<file path="config.mk">
export PLATFORM = sky130hd
export DESIGN_NAME = qdec_cabac_regbank
export DESIGN_NICKNAME = d
export VERILOG_FILES = /design/src/rtl/axi_pkg.sv /design/src/rtl/qdec_cabac_regbank.sv
export SDC_FILE = /design/constraint.sdc
export NUM_CORES = 1
export LEC_CHECK = 0
export CORE_MARGIN = 3
export CORE_UTILIZATION = 58
export DETAILED_ROUTE_END_ITERATION = 7
export PLACE_DENSITY_LB_ADDON = 0.15
export SETUP_SLACK_MARGIN = 0.02
export SYNTH_ARGS = -nofsm -noshare
export SYNTH_HDL_FRONTEND = slang
export SYNTH_SLANG_ARGS = --single-unit
</file>
<file path="constraint.sdc">
create_clock -name clk -period 6.3 [get_ports clk]
set_input_delay 1.26 -clock clk [delete_from_list [all_inputs] [get_ports clk]]
set_output_delay 1.26 -clock clk [all_outputs]
set_load 0.01 [all_outputs]
</file>
<file path="src/rtl/axi_pkg.sv">
// Shared register front-end types, register map constants and CABAC sequencer state.
package axi_pkg;

   localparam logic [11:0] ADDR_CTRL       = 12'h000;
   localparam logic [11:0] ADDR_STATUS     = 12'h004;
   localparam logic [11:0] ADDR_INT_STATUS = 12'h008;
   localparam logic [11:0] ADDR_INT_EN     = 12'h00C;

   localparam int INT_DONE_BIT    = 0;
   localparam int INT_ERR_BIT     = 1;
   localparam int INT_OVERRUN_BIT = 2;
   localparam int INT_ABORTED_BIT = 3;

   localparam logic [31:0] REG_BAD_DATA = 32'hDEAD_BEEF;

   typedef enum logic [1:0] {
      CABAC_IDLE   = 2'd0,
      CABAC_LAUNCH = 2'd1,
      CABAC_RUN    = 2'd2
   } t_cabac_state_e;

   typedef struct packed {
      logic        wr_en;
      logic        rd_en;
      logic [11:0] addr;
      logic [31:0] wdata;
   } t_reg_req_s;

   // Read data is registered: rvalid/rdata appear the cycle after rd_en.
   typedef struct packed {
      logic        rvalid;
      logic [31:0] rdata;
   } t_reg_resp_s;

endpackage

</file>
<file path="src/rtl/qdec_cabac_regbank.sv">
// CABAC decode launcher: register file, launch/abort sequencer and interrupt logic.
//   state  | meaning
//   IDLE   | no decode in flight, waiting for CTRL.start
//   LAUNCH | cfg_shadow frozen, cabac_start pulsed this cycle
//   RUN    | decoder working, waiting for done/err/abort
module qdec_cabac_regbank
   import axi_pkg::*;
#(
   parameter int          NUM_CFG            = 6,
   parameter logic [31:0] CFG_MASK [NUM_CFG] = '{default: 32'hFFFF_FFFF},
   parameter logic [11:0] CFG_BASE           = 12'h010
)(
   input  logic                      clk,
   input  logic                      rst_n,
   input  t_reg_req_s                reg_req,
   output t_reg_resp_s               reg_resp,
   output logic                      cabac_start,
   output logic                      cabac_abort,
   input  logic                      cabac_done,
   input  logic                      cabac_err,
   output logic [NUM_CFG-1:0][31:0]  cfg_shadow,
   output logic                      busy,
   output logic                      irq
);

   t_cabac_state_e            state_q, state_d;
   logic [NUM_CFG-1:0][31:0]  cfg_q, cfg_d;
   logic [NUM_CFG-1:0][31:0]  shadow_q, shadow_d;
   logic [3:0]                int_status_q, int_status_d;
   logic [3:0]                int_en_q, int_en_d;
   logic                      irq_q, irq_d;
   logic                      abort_q, abort_d;
   logic                      rvalid_q, rvalid_d;
   logic [31:0]               rdata_q, rdata_d;

   logic [11:0]        cfg_off;
   logic [NUM_CFG-1:0] cfg_hit;
   logic               wr_ctrl, start_wr, abort_wr;
   logic [3:0]         hw_set, w1c;
   logic [31:0]        rd_mux;

   assign cfg_off  = reg_req.addr - CFG_BASE;
   assign wr_ctrl  = reg_req.wr_en && (reg_req.addr == ADDR_CTRL);
   // CTRL with both bits set is an abort only.
   assign start_wr = wr_ctrl && reg_req.wdata[0] && !reg_req.wdata[1];
   assign abort_wr = wr_ctrl && reg_req.wdata[1];

   always_comb begin
      for (int i = 0; i < NUM_CFG; i++) begin
         cfg_hit[i] = (cfg_off[1:0] == 2'b00) && (cfg_off[11:2] == 10'(i));
      end
   end

   always_comb begin
      cfg_d    = cfg_q;
      int_en_d = int_en_q;
      w1c      = 4'b0000;
      for (int i = 0; i < NUM_CFG; i++) begin
         if (reg_req.wr_en && cfg_hit[i]) cfg_d[i] = reg_req.wdata & CFG_MASK[i];
      end
      if (reg_req.wr_en && reg_req.addr == ADDR_INT_EN)     int_en_d = reg_req.wdata[3:0];
      if (reg_req.wr_en && reg_req.addr == ADDR_INT_STATUS) w1c      = reg_req.wdata[3:0];
   end

   always_comb begin
      state_d  = state_q;
      shadow_d = shadow_q;
      abort_d  = 1'b0;
      hw_set   = 4'b0000;
      unique case (state_q)
         CABAC_IDLE: begin
            if (start_wr) begin
               state_d  = CABAC_LAUNCH;
               shadow_d = cfg_q;
            end
         end
         CABAC_LAUNCH: begin
            state_d = CABAC_RUN;
            if (start_wr) hw_set[INT_OVERRUN_BIT] = 1'b1;
         end
         CABAC_RUN: begin
            if (start_wr) hw_set[INT_OVERRUN_BIT] = 1'b1;
            // Decoder completion outranks a simultaneous abort request.
            if (cabac_done || cabac_err) begin
               state_d              = CABAC_IDLE;
               hw_set[INT_DONE_BIT] = cabac_done;
               hw_set[INT_ERR_BIT]  = cabac_err;
            end else if (abort_wr) begin
               state_d                 = CABAC_IDLE;
               abort_d                 = 1'b1;
               hw_set[INT_ABORTED_BIT] = 1'b1;
            end
         end
         default: state_d = CABAC_IDLE;
      endcase
      int_status_d = (int_status_q & ~w1c) | hw_set;
      irq_d        = |(int_status_q & int_en_q);
   end

   always_comb begin
      rd_mux = REG_BAD_DATA;
      unique case (reg_req.addr)
         ADDR_CTRL:       rd_mux = 32'h0;
         ADDR_STATUS:     rd_mux = {30'h0, state_q == CABAC_LAUNCH, state_q != CABAC_IDLE};
         ADDR_INT_STATUS: rd_mux = {28'h0, int_status_q};
         ADDR_INT_EN:     rd_mux = {28'h0, int_en_q};
         default: begin
            for (int i = 0; i < NUM_CFG; i++) begin
               if (cfg_hit[i]) rd_mux = cfg_q[i];
            end
         end
      endcase
      rvalid_d = reg_req.rd_en;
      rdata_d  = reg_req.rd_en ? rd_mux : 32'h0;
   end

   always_ff @(posedge clk) begin
      if (!rst_n) begin
         state_q      <= CABAC_IDLE;
         cfg_q        <= '0;
         shadow_q     <= '0;
         int_status_q <= 4'b0000;
         int_en_q     <= 4'b0000;
         irq_q        <= 1'b0;
         abort_q      <= 1'b0;
         rvalid_q     <= 1'b0;
         rdata_q      <= 32'h0;
      end else begin
         state_q      <= state_d;
         cfg_q        <= cfg_d;
         shadow_q     <= shadow_d;
         int_status_q <= int_status_d;
         int_en_q     <= int_en_d;
         irq_q        <= irq_d;
         abort_q      <= abort_d;
         rvalid_q     <= rvalid_d;
         rdata_q      <= rdata_d;
      end
   end

   assign cabac_start     = (state_q == CABAC_LAUNCH);
   assign cabac_abort     = abort_q;
   assign busy            = (state_q != CABAC_IDLE);
   assign irq             = irq_q;
   assign cfg_shadow      = shadow_q;
   assign reg_resp.rvalid = rvalid_q;
   assign reg_resp.rdata  = rdata_q;

endmodule

</file>
Word-level counts from Yosys, hierarchy flattened --
Cells that the tools add are included.
Word-level totals: bits in registers 429, input bits 50, output and inout bits 229, logic and storage cells 85
Operators by class: add/sub/neg operators 1, equal/unequal tests 12, multiplexer cells 19, bitwise operators 4, reduce and logical (&&, ||, !) cells 30
Operators with widths (number):
- 2-to-1 mux 32 bit | 6
- one-hot mux 32 bit (4 select lines) | 1
- equality test 12 x 4 -> 1 bit (second input constant) | 2
- equality test 10 x 2 -> 1 bit (second input constant) | 2
- equality test 10 x 3 -> 1 bit (second input constant) | 2
- logical AND 1 bit | 18
- equality test 12 x 3 -> 1 bit (second input constant) | 1
- zero test 12 bit | 1
- subtractor 12 x 5 -> 12 bit (second input constant) | 1
- equality test 10 x 1 -> 1 bit (second input constant) | 1
- zero test 10 bit | 1
- 2-to-1 mux 2 bit | 5
- bitwise AND 4 bit | 2
- one-hot mux 2 bit (3 select lines) | 1
- AND reduction 2 bit | 3
- 2-to-1 mux 1 bit | 5
- zero test 2 bit | 2
- 2-to-1 mux 4 bit | 1
- inverter 4 bit | 1
- OR 4 bit | 1
- OR reduction 4 bit | 1
- inequality test 3 bit (second input constant) | 1
- equality test 2 x 1 -> 1 bit (second input constant) | 1
- equality test 2 bit (second input constant) | 1
- other kinds (5) | 5

Longest topological paths before layout --
depth in word-level cells 10, gate-level depth with buffers 8

Worst setup path after synthesis --
OpenSTA, ideal clock, no wires.
path type input to register, from input port reg_req[45] in the netlist's numbering, to register shadow_q (netlist bit cfg_shadow[0]), arrival time 2894 ps, path slack 3290 ps, stages 8, cells stage by stage clkbuf_1 or3b_2 nor3_1 nand3_1 buf_2 buf_6 mux2i_1 nor2b_1
Between the ends: word-level cells in the longest chain between the ends 4
Ends and longest elaborated chain:
- from (decl) | line qdec_cabac_regbank.sv:15 | input t_reg_req_s reg_req,
- logical AND 1 bit | line qdec_cabac_regbank.sv:43 | assign wr_ctrl = reg_req.wr_en && (reg_req.addr == ADDR_CTRL);
- logical AND 1 bit (2 in series) | line qdec_cabac_regbank.sv:45 | assign start_wr = wr_ctrl && reg_req.wdata[0] && !reg_req.wdata[1];
- AND reduction 2 bit (no line)
- to (signal assigned) | line qdec_cabac_regbank.sv:131 | shadow_q <= shadow_d;
- to (decl) | line qdec_cabac_regbank.sv:28 | logic [NUM_CFG-1:0][31:0] shadow_q, shadow_d;
No other way between the ends. A chain may end at the register's enable or synchronous reset.

Worst setup path after layout --
from input port reg_req[45] in the netlist's numbering, to register shadow_q (netlist bit cfg_shadow[102])
Same word-level chain as after synthesis.

==> reports/metrics.yaml <==
status: "finished, final reports clean"
drt_pre_antenna_iters: 7
cp-end-kind: "register"
fin_util: 0.741
port_buffers: 278
core_area_um2: 29100
clkSlewWorstSetupHoldPaths_ps: 60
final_cell_count_no_fill: 2431
timing.final.ws_setup_ps: 2150
drc: 0
leakagePower_uw: 0.00868
drtIter0Drc: 1302
final_max_slew_viol_count: 0
ant_nets: 0
vias: 13700
yosys.cell_types.count: 45
synth_commonest_cells: "429 x dfxtp_1, 374 x nand2_1, 213 x nor2b_1"
pre_cts_ws_ps: 1710
grt_max_degree: 188
grt_remaining_overflow: 0
fin_nets: 2071
die_h_um: 179
worst_clock_skew_ps: 13.2
critPathMaxFanout: 84
max_freq_ghz: 0.241
totalWireLength_mm: 48.8
gp_congestion: 0.907
synthTopCellsByArea: "dfxtp_1 50%, mux2i_1 11%, nand2_1 8.1%"
hold_violations: 0
initial_core_util: 0.596
clk_latency_ps: 530
grt_pass1_wl_mm: 74.1
die_x_um: 179
period_needed_ps: 4150
numCtsBuffers: 44
worst-setup-path-type: "input pin to register"
synth-edff-count: 0
ir_drop_mv: 0.216
arrival_ps: 4560
synth_cells: 1808
synth.yosys.warnings: 0
placed_cells: 2356
synth_area_per_cell_um2: 9.59
slew-limit-headroom: 0.130
setup.worst_path.start_class: "input pin"
hold_ws_ps: 466
clk_path_buf_depth: 3
post-route-period-util: 0.659
n_fill_cell: 2131
io_pins: 279
antenna_cells: 0
cts_root_buffer: "clkbuf_16"
area_growth_pct: 24.3
grt_pass1_vias: 13000
yosys.area.top_type: "dfxtp_1"
viasPerCell: 5.62
cts-resized-gates: 0
async_flop_share: 0
synth_top_area_share: 0.495
die_area_um2: 32000
cts_tree: "yes"
rows: 62
rsz0062_at_grt: "no"
fin_tns_setup_ps: 0
grtUsageTotal: 0.297
power_density_nw_per_um2: 256
holdCritPathClass: "register to register"
antenna_found_initial: 0
layout-drive-gt1-share: 0.0660
post_drt_wl_per_cell_um: 20.1
yosysSeqAreaShare: 0.495
hold_buffers: 0
max-cap-violations: 0
dp_hpwl_mm: 31.8
netlist_area_um2: 17300
finalSetupViolCount: 0
ys_ff_latch: 429
synth_ff_type: "dfxtp_1"
htreeDepth: 2
required_ps: 6710
tightest_slew_ps: 1300
yosysMostFrequentCell: "dfxtp_1"
syn_nets: 1861
cts_sinks: 429
post_cts_buffers: 0
-- stage by stage --
step | total power (uW) | area, um^2
floorplan | 2890 | 17300
global placement | 2990 | 20100
detailed placement | 2990 | 20100
CTS | 5530 | 21600
global route | 5650 | 21600
finish | 5510 | 21600
-- state kept, by name (all words and copies together) (netlist names) --
name,flops
int_status_q,4
rvalid_q,1
cabac_abort,1
cfg_shadow,192
irq,1
rdata_q,32
cfg_q,192
state_q,2
int_en_q,4
-- where the power goes --
group          total [uW]  switching [uW]  internal [uW]  leakage [uW]
Combinational         214             120           94.5       0.00452
Clock                2570            1030           1530      0.000697
Sequential           2720            2.64           2720       0.00346
-- layout make-up --
cell class	count	area, um^2	area share
flip-flops and latches	429	8590	0.398
multi-input cells	1236	8090	0.375
repair buffers	297	2950	0.137
clock buffers	67	1300	0.0603
well taps	384	480	0.0223
clock inverters	8	115	0.00534
inverters	10	37.5	0.00174
-- final timing paths --
check | start | endpoint | slack, ps | cells past startpoint
worst max-delay path | reg_req[45] | cfg_shadow[102] | 2150 | 7
worst min register to register | cfg_q[148] | cfg_q[148] | 470 | 2
worst max register to register | state_q[0] | cfg_shadow[102] | 3890 | 6
worst min-delay path | cfg_q[148] | cfg_q[148] | 470 | 2
-- critical path, stage by stage --
cell             delay [ps]
clkdlybuf4s50_1         700
or3b_2                  560
nor3_1                  410
nand3_4                 590
buf_12                  450
mux2i_1                 290
nor2b_1                  70
-- cell usage in the layout (no fill, tap or decap), types with 5 or more instances in the layout --
cell type        instances
a21boi_0               105
a21boi_1                60
a21oi_1                 18
buf_4                   17
clkbuf_1                13
clkbuf_16               45
clkbuf_8                 9
clkdlybuf4s50_1        275
clkinv_2                 5
dfxtp_1                429
inv_1                   10
mux2i_1                197
mux4_2                  31
nand2_1                374
nand3_1                 38
nand4_1                  5
nor2_1                  51
nor2b_1                213
nor3_1                  31
o21ai_0                 56
o22ai_1                  9
-- kinds of logic after synthesis --
kind of cell	Yosys count	synth area share
AO/OA/AOI/OAI	261	0.103
adder cells (fa/ha/maj)	3	0.00217
buffers and inverters	143	0.0397
flip-flops	429	0.495
multiplexers	231	0.156
AND/OR/NAND/NOR	741	0.204
-- layer usage --
| metal | vias to the layer above | GRT usage | wire length (um) |
|---|---|---|---|
| li1 | 6478 | - | - |
| met1 | 6541 | 0.435 | 21700 |
| met2 | 574 | 0.443 | 21000 |
| met3 | 72 | 0.0693 | 4990 |
| met4 | 0 | 0.0756 | 1060 |
| met5 | - | 0 | 0 |
(Power assumes the default switching activity.)
